===== src/rtl/mem_arb_pkg.sv =====
// Shared types and constants for the two-port memory arbiter.
package mem_arb_pkg;

  typedef enum logic {
    ST_IDLE = 1'b0,
    ST_BUSY = 1'b1
  } arb_state_t;

  localparam int MEM_AW = 32;
  localparam int MEM_DW = 32;
  localparam int MEM_SW = 4;

  localparam logic [MEM_DW-1:0] MEM_ARB_ERR_DATA = 32'hDEAD_BEEF;

  // Winner index; prefer_m1 only matters when both masters request.
  function automatic logic arb_pick(input logic v0, input logic v1, input logic prefer_m1);
    logic pick_v;
    if (v0 && v1) begin
      pick_v = prefer_m1;
    end else begin
      pick_v = v1;
    end
    return pick_v;
  endfunction

endpackage


===== src/rtl/mem_arb_timer.sv =====
// Transaction watchdog: clearable up-counter with a terminal-count flag at TIMEOUT_CYCLES-1.
module mem_arb_timer #(
  parameter int TIMEOUT_CYCLES = 16
) (
  input  logic clk,
  input  logic rstn,
  input  logic clr,
  input  logic en,
  output logic tc
);

  localparam int CW = $clog2(TIMEOUT_CYCLES);
  localparam logic [CW-1:0] CNT_LAST = CW'(TIMEOUT_CYCLES - 1);

  logic [CW-1:0] cnt_r;

  // Count BUSY cycles; cleared while the arbiter sits idle.
  always_ff @(posedge clk or negedge rstn) begin
    if (!rstn) begin
      cnt_r <= {CW{1'b0}};
    end else if (clr) begin
      cnt_r <= {CW{1'b0}};
    end else if (en) begin
      cnt_r <= cnt_r + CW'(1'b1);
    end else begin
      cnt_r <= cnt_r;
    end
  end

  assign tc = (cnt_r == CNT_LAST);

endmodule


===== src/rtl/mem_arbiter_2p.sv =====
// Two-master arbiter for a single-ported valid/ready RAM, one locked transaction at a time.
// Define MEM_ARB_RR_EN for round-robin arbitration; otherwise m0 has fixed priority.
module mem_arbiter_2p
  import mem_arb_pkg::*;
#(
  parameter int TIMEOUT_CYCLES = 16
) (
  input  logic              clk,
  input  logic              rstn,
  input  logic              m0_mem_valid,
  output logic              m0_mem_ready,
  input  logic [MEM_AW-1:0] m0_mem_addr,
  input  logic [MEM_DW-1:0] m0_mem_wdata,
  input  logic [MEM_SW-1:0] m0_mem_wstrb,
  output logic [MEM_DW-1:0] m0_mem_rdata,
  input  logic              m1_mem_valid,
  output logic              m1_mem_ready,
  input  logic [MEM_AW-1:0] m1_mem_addr,
  input  logic [MEM_DW-1:0] m1_mem_wdata,
  input  logic [MEM_SW-1:0] m1_mem_wstrb,
  output logic [MEM_DW-1:0] m1_mem_rdata,
  output logic              s_mem_valid,
  input  logic              s_mem_ready,
  output logic [MEM_AW-1:0] s_mem_addr,
  output logic [MEM_DW-1:0] s_mem_wdata,
  output logic [MEM_SW-1:0] s_mem_wstrb,
  input  logic [MEM_DW-1:0] s_mem_rdata,
  output logic              grant,
  output logic              busy,
  output logic              timeout_err
);

  arb_state_t state_r;
  logic       grant_r;
  logic       timeout_err_r;
  logic       busy_s;
  logic       any_req_s;
  logic       grant_nxt_s;
  logic       tc_s;
  logic       timeout_s;
  logic       done_s;
  logic [MEM_DW-1:0] rdata_s;

`ifdef MEM_ARB_RR_EN
  logic rr_last_r;  // last granted master; reset to m1 so m0 wins the first tie
  assign grant_nxt_s = arb_pick(m0_mem_valid, m1_mem_valid, ~rr_last_r);
`else
  assign grant_nxt_s = arb_pick(m0_mem_valid, m1_mem_valid, 1'b0);
`endif

  assign busy_s    = (state_r == ST_BUSY);
  assign any_req_s = m0_mem_valid | m1_mem_valid;
  // A slave completion in the terminal cycle wins over the timeout.
  assign timeout_s = busy_s & tc_s & ~s_mem_ready;
  assign done_s    = busy_s & (s_mem_ready | tc_s);

  mem_arb_timer #(
    .TIMEOUT_CYCLES(TIMEOUT_CYCLES)
  ) u_timer (
    .clk  (clk),
    .rstn (rstn),
    .clr  (~busy_s),
    .en   (busy_s & ~done_s),
    .tc   (tc_s)
  );

  // Transaction FSM: grant in IDLE, hold until slave completion or timeout.
  always_ff @(posedge clk or negedge rstn) begin
    if (!rstn) begin
      state_r       <= ST_IDLE;
      grant_r       <= 1'b0;
      timeout_err_r <= 1'b0;
`ifdef MEM_ARB_RR_EN
      rr_last_r     <= 1'b1;
`endif
    end else begin
      case (state_r)
        ST_IDLE: begin
          if (any_req_s) begin
            state_r   <= ST_BUSY;
            grant_r   <= grant_nxt_s;
`ifdef MEM_ARB_RR_EN
            rr_last_r <= grant_nxt_s;
`endif
          end else begin
            state_r <= ST_IDLE;
          end
        end
        ST_BUSY: begin
          if (s_mem_ready) begin
            state_r <= ST_IDLE;
          end else if (tc_s) begin
            state_r       <= ST_IDLE;
            timeout_err_r <= 1'b1;
          end else begin
            state_r <= ST_BUSY;
          end
        end
        default: begin
          state_r <= ST_IDLE;
        end
      endcase
    end
  end

  // Datapath mux: slave request from the granted master, completion routed back to it.
  always_comb begin
    s_mem_valid  = 1'b0;
    s_mem_addr   = {MEM_AW{1'b0}};
    s_mem_wdata  = {MEM_DW{1'b0}};
    s_mem_wstrb  = {MEM_SW{1'b0}};
    m0_mem_ready = 1'b0;
    m1_mem_ready = 1'b0;
    m0_mem_rdata = {MEM_DW{1'b0}};
    m1_mem_rdata = {MEM_DW{1'b0}};
    rdata_s      = timeout_s ? MEM_ARB_ERR_DATA : s_mem_rdata;
    if (busy_s) begin
      s_mem_valid = 1'b1;
      if (grant_r) begin
        s_mem_addr   = m1_mem_addr;
        s_mem_wdata  = m1_mem_wdata;
        s_mem_wstrb  = m1_mem_wstrb;
        m1_mem_ready = done_s;
        m1_mem_rdata = rdata_s;
      end else begin
        s_mem_addr   = m0_mem_addr;
        s_mem_wdata  = m0_mem_wdata;
        s_mem_wstrb  = m0_mem_wstrb;
        m0_mem_ready = done_s;
        m0_mem_rdata = rdata_s;
      end
    end else begin
      s_mem_valid = 1'b0;
    end
  end

  assign grant       = grant_r;
  assign busy        = busy_s;
  assign timeout_err = timeout_err_r;

endmodule


===== config.mk =====
export PLATFORM = sky130hd
export DESIGN_NAME = mem_arbiter_2p
export DESIGN_NICKNAME = d
export VERILOG_FILES = /design/src/rtl/mem_arb_pkg.sv /design/src/rtl/mem_arb_timer.sv /design/src/rtl/mem_arbiter_2p.sv
export SDC_FILE = /design/constraint.sdc
export NUM_CORES = 1
export LEC_CHECK = 0
export BUFFER_PORTS_ARGS = -buffer_cell sky130_fd_sc_hd__buf_4
export CAP_MARGIN = 20
export CORE_AREA = 2 2 121 123
export CTS_CLUSTER_SIZE = 12
export DETAILED_ROUTE_END_ITERATION = 10
export DIE_AREA = 0 0 123 125
export PLACE_DENSITY = 0.55
export SLEW_MARGIN = 25
export SYNTH_ARGS = -nofsm -noshare
export SYNTH_HDL_FRONTEND = slang
export SYNTH_SLANG_ARGS = --single-unit

===== constraint.sdc =====
create_clock -name clk -period 4.4 [get_ports clk]
set_clock_uncertainty 0.1 [all_clocks]
set_input_delay 0.44 -clock clk [delete_from_list [all_inputs] [get_ports clk]]
set_output_delay 0.44 -clock clk [all_outputs]
set_load 0.02 [all_outputs]

==> impl_metrics.csv <==
group,metric,value,unit
route,drc_errors,0,
global_route,first_global_vias,2969,
die,die_area,15400,um^2
clock_tree,cts_tree,"done",
timing,worstMarginPinSlew,0.939,ns
die,pin_count,311,
global_route,grt_max_degree,54,
die,fp.dieW,123,um
worst_setup_path,crit_family,"simple AND/OR/NAND/NOR gates",
worst_setup_path,crit_chain,"nand2_1 > nor2_2 > and2_1 > buf_4",
worst_setup_path,end_kind,"output pin",
timing,maxSlewHeadroom,0.372,
clock_tree,clockBufferDepth,2,
die,core_area,14200,um^2
worst_setup_path,crit_buf_inv,1,
layout,drive_above_1_share,0.567,
worst_setup_path,cp-start-kind,"register",
clock_tree,cts.hold.buffers_added,1,
die,initial_core_util,0.131,
route,wirelength,10200,um
place,io_buffers,310,
clock_tree,h-tree-depth,1,
die,rows,44,
clock_tree,path_clk_slew,0.03,ns
route,drtPass1Iterations,4,
layout,multi_input_area,1530,um^2
status,status,"finished, final reports clean",
global_route,antenna_found_initial,0,
pwr,power.internal,0.633,mW
place,hpwl,8510,um
logic_synthesis,synthArstFlopShare,1.00,
timing,finalSetupTns,0,ns
worst_setup_path,worst_path_max_delay_cell,"dfrtp_4",
layout,fill_cells,1540,
logic_synthesis,synth_enable_flop_cells,0,
clock_tree,cts_inserted_buffers,3,
logic_synthesis,synthCells,288,
timing,fmax,0.359,GHz
worst_setup_path,worstPathRequired,3.86,ns
logic_synthesis,ys_seq_area_frac,0.0943,
layout,n_antenna_cell,0,
timing,final.period_utilization,0.632,
logic_synthesis,syn-cell-area,1860,um^2
logic_synthesis,ys.flop_type,"dfrtp_1",
pwr,pwr-share-comb,0.789,
clock_tree,clkSinkCount,7,
timing,finalSetupViolations,0,
pwr,p_leak,2.46,nW
clock_tree,root_buffer,"clkbuf_16",
timing,finalMaxSlewViolations,0,
pwr,pwr-share-clk,0.129,
pwr,p_seq_frac,0.082,
clock_tree,cts_resized,0,
route,wl_per_cell,13.4,um
logic_synthesis,avgSynthCellArea,6.45,um^2
logic_synthesis,ys_types,25,
route,num_vias,3071,
timing,rsz0062_at_grt,"no",
timing,hold_violations,0,
worst_setup_path,slowest_delay,0.62,ns
global_route,grt_overflow_total,0,
pwr,powerDensity,274,nW/um^2
global_route,gr-usage-all-layers,0.115,
timing,period_needed,2.78,ns
route,ant_nets,0,
global_route,grt_pass1_wl,14400,um
die,die_y,125,um
pwr,peakVddDrop,0.000115,V
route,avgViaCountPerCell,4.03,
layout,layout_commonest_cell,"buf_4",
layout,fin_util,0.308,
logic_synthesis,yosysWarnings,0,
pwr,sw_frac_of_total,0.473,
route,drt_iter0_drc,45,
layout,register_area,179,um^2
worst_setup_path,worstPathArrival,2.24,ns
worst_setup_path,worst-path-max-fanout,26,
place,place.gp.congestion,0.785,
pwr,switching_power,0.568,mW
clock_tree,post_cts_buffers,0,
hold_path,hold_class,"input pin to register",
logic_synthesis,synth_nets,462,
layout,syn_to_final_growth,136,%
layout,nNetsFinal,753,
job,maxCapViolations,0,
worst_setup_path,crit_type,"register to output pin",
clock_tree,clock_latency,0.23,ns
logic_synthesis,ys_ff_latch,7,
layout,most-common-layout-cells,"buf_4, nor2_1, mux2i_1, a21oi_1, and2_1",
==> cell type report <==
| type | instances | share of cell area |
|---|---|---|
| multi-input combinational | 251 | 0.348 |
| inverter | 2 | 0.00171 |
| sequential | 7 | 0.0408 |
| tap | 184 | 0.0525 |
| clock buffer | 4 | 0.0180 |
| timing repair buffer | 314 | 0.539 |
==> final timing paths <==
path	start	end	slack, ns	depth (start not counted)
worst min-delay path	m0_mem_valid	grant	0.29	2
worst max register to register	busy	grant	2.67	4
max in group asynchronous	rstn	grant	3.60	2
worst max-delay path	grant	m1_mem_rdata[14]	1.62	4
worst min register to register	timeout_err	timeout_err	0.36	1
min in group asynchronous	rstn	u_timer.cnt_r[2]	0.46	2
==> registers in the layout, summed over array words and instances, names as in the netlist <==
| signal | flops |
|---|---|
| u_timer.cnt_r | 4 |
| timeout_err | 1 |
| busy | 1 |
| grant | 1 |
==> through the flow <==
stage / hold slack, ns / std cells / worst slack, ns / total power [mW] / area, um^2
2_1_floorplan: 0.0444 / 288 / 2.42 / 0.625 / 1860
3_3_place_gp: 0.158 / 757 / 1.64 / 1.05 / 4290
3_5_place_dp: 0.159 / 757 / 1.76 / 1.06 / 4290
4_1_cts: 0.284 / 762 / 1.51 / 1.22 / 4380
5_1_grt: 0.293 / 762 / 1.43 / 1.28 / 4380
6_report: 0.287 / 762 / 1.62 / 1.20 / 4380
==> power by group through the flow <==
stage	logic [mW]	registers (mW)	clock network, mW
global placement	0.950	0.0992	0
finish	0.948	0.0989	0.155
global route	1.01	0.102	0.162
floorplan	0.541	0.0833	0
CTS	0.961	0.0998	0.158
detailed placement	0.957	0.101	0
==> synthesized netlist by cell type (2+ instances only) <==
| cell type | count | area, um^2 |
|---|---|---|
| dfrtp_1 | 7 | 175 |
| clkbuf_1 | 12 | 45.0 |
| mux2i_1 | 69 | 691 |
| nor3_1 | 2 | 10.0 |
| nor2_1 | 121 | 454 |
| a21oi_2 | 5 | 43.8 |
| a21oi_1 | 22 | 110 |
| buf_6 | 3 | 33.8 |
| nand2b_1 | 2 | 12.5 |
| nor2_2 | 2 | 12.5 |
| buf_4 | 3 | 22.5 |
| nand2_1 | 3 | 11.3 |
| and2_1 | 16 | 100 |
| buf_2 | 10 | 50.1 |
==> cell families after synthesis <==
family | synth area share
xor+xnor | 0.00472
mux | 0.372
simple gates | 0.340
compound gates | 0.0964
fa+ha+maj | 0.00674
flops | 0.0943
buf+inv | 0.0856
==> routing by layer <==
layer	global-route usage	up-vias	routed length, um
li1	-	1530	-
met3	0.0242	10	1120
met2	0.234	205	5250
met4	0.0174	0	133
met1	0.120	1326	3670
met5	0	-	0
==> worst reg2reg max path: cells and delay by family (launching register included) <==
kind	cells	cell delay, ns
buf+inv	2	0.90
flops	1	0.41
compound gates	2	0.24
No activity file was read; power rests on OpenSTA's default activity.
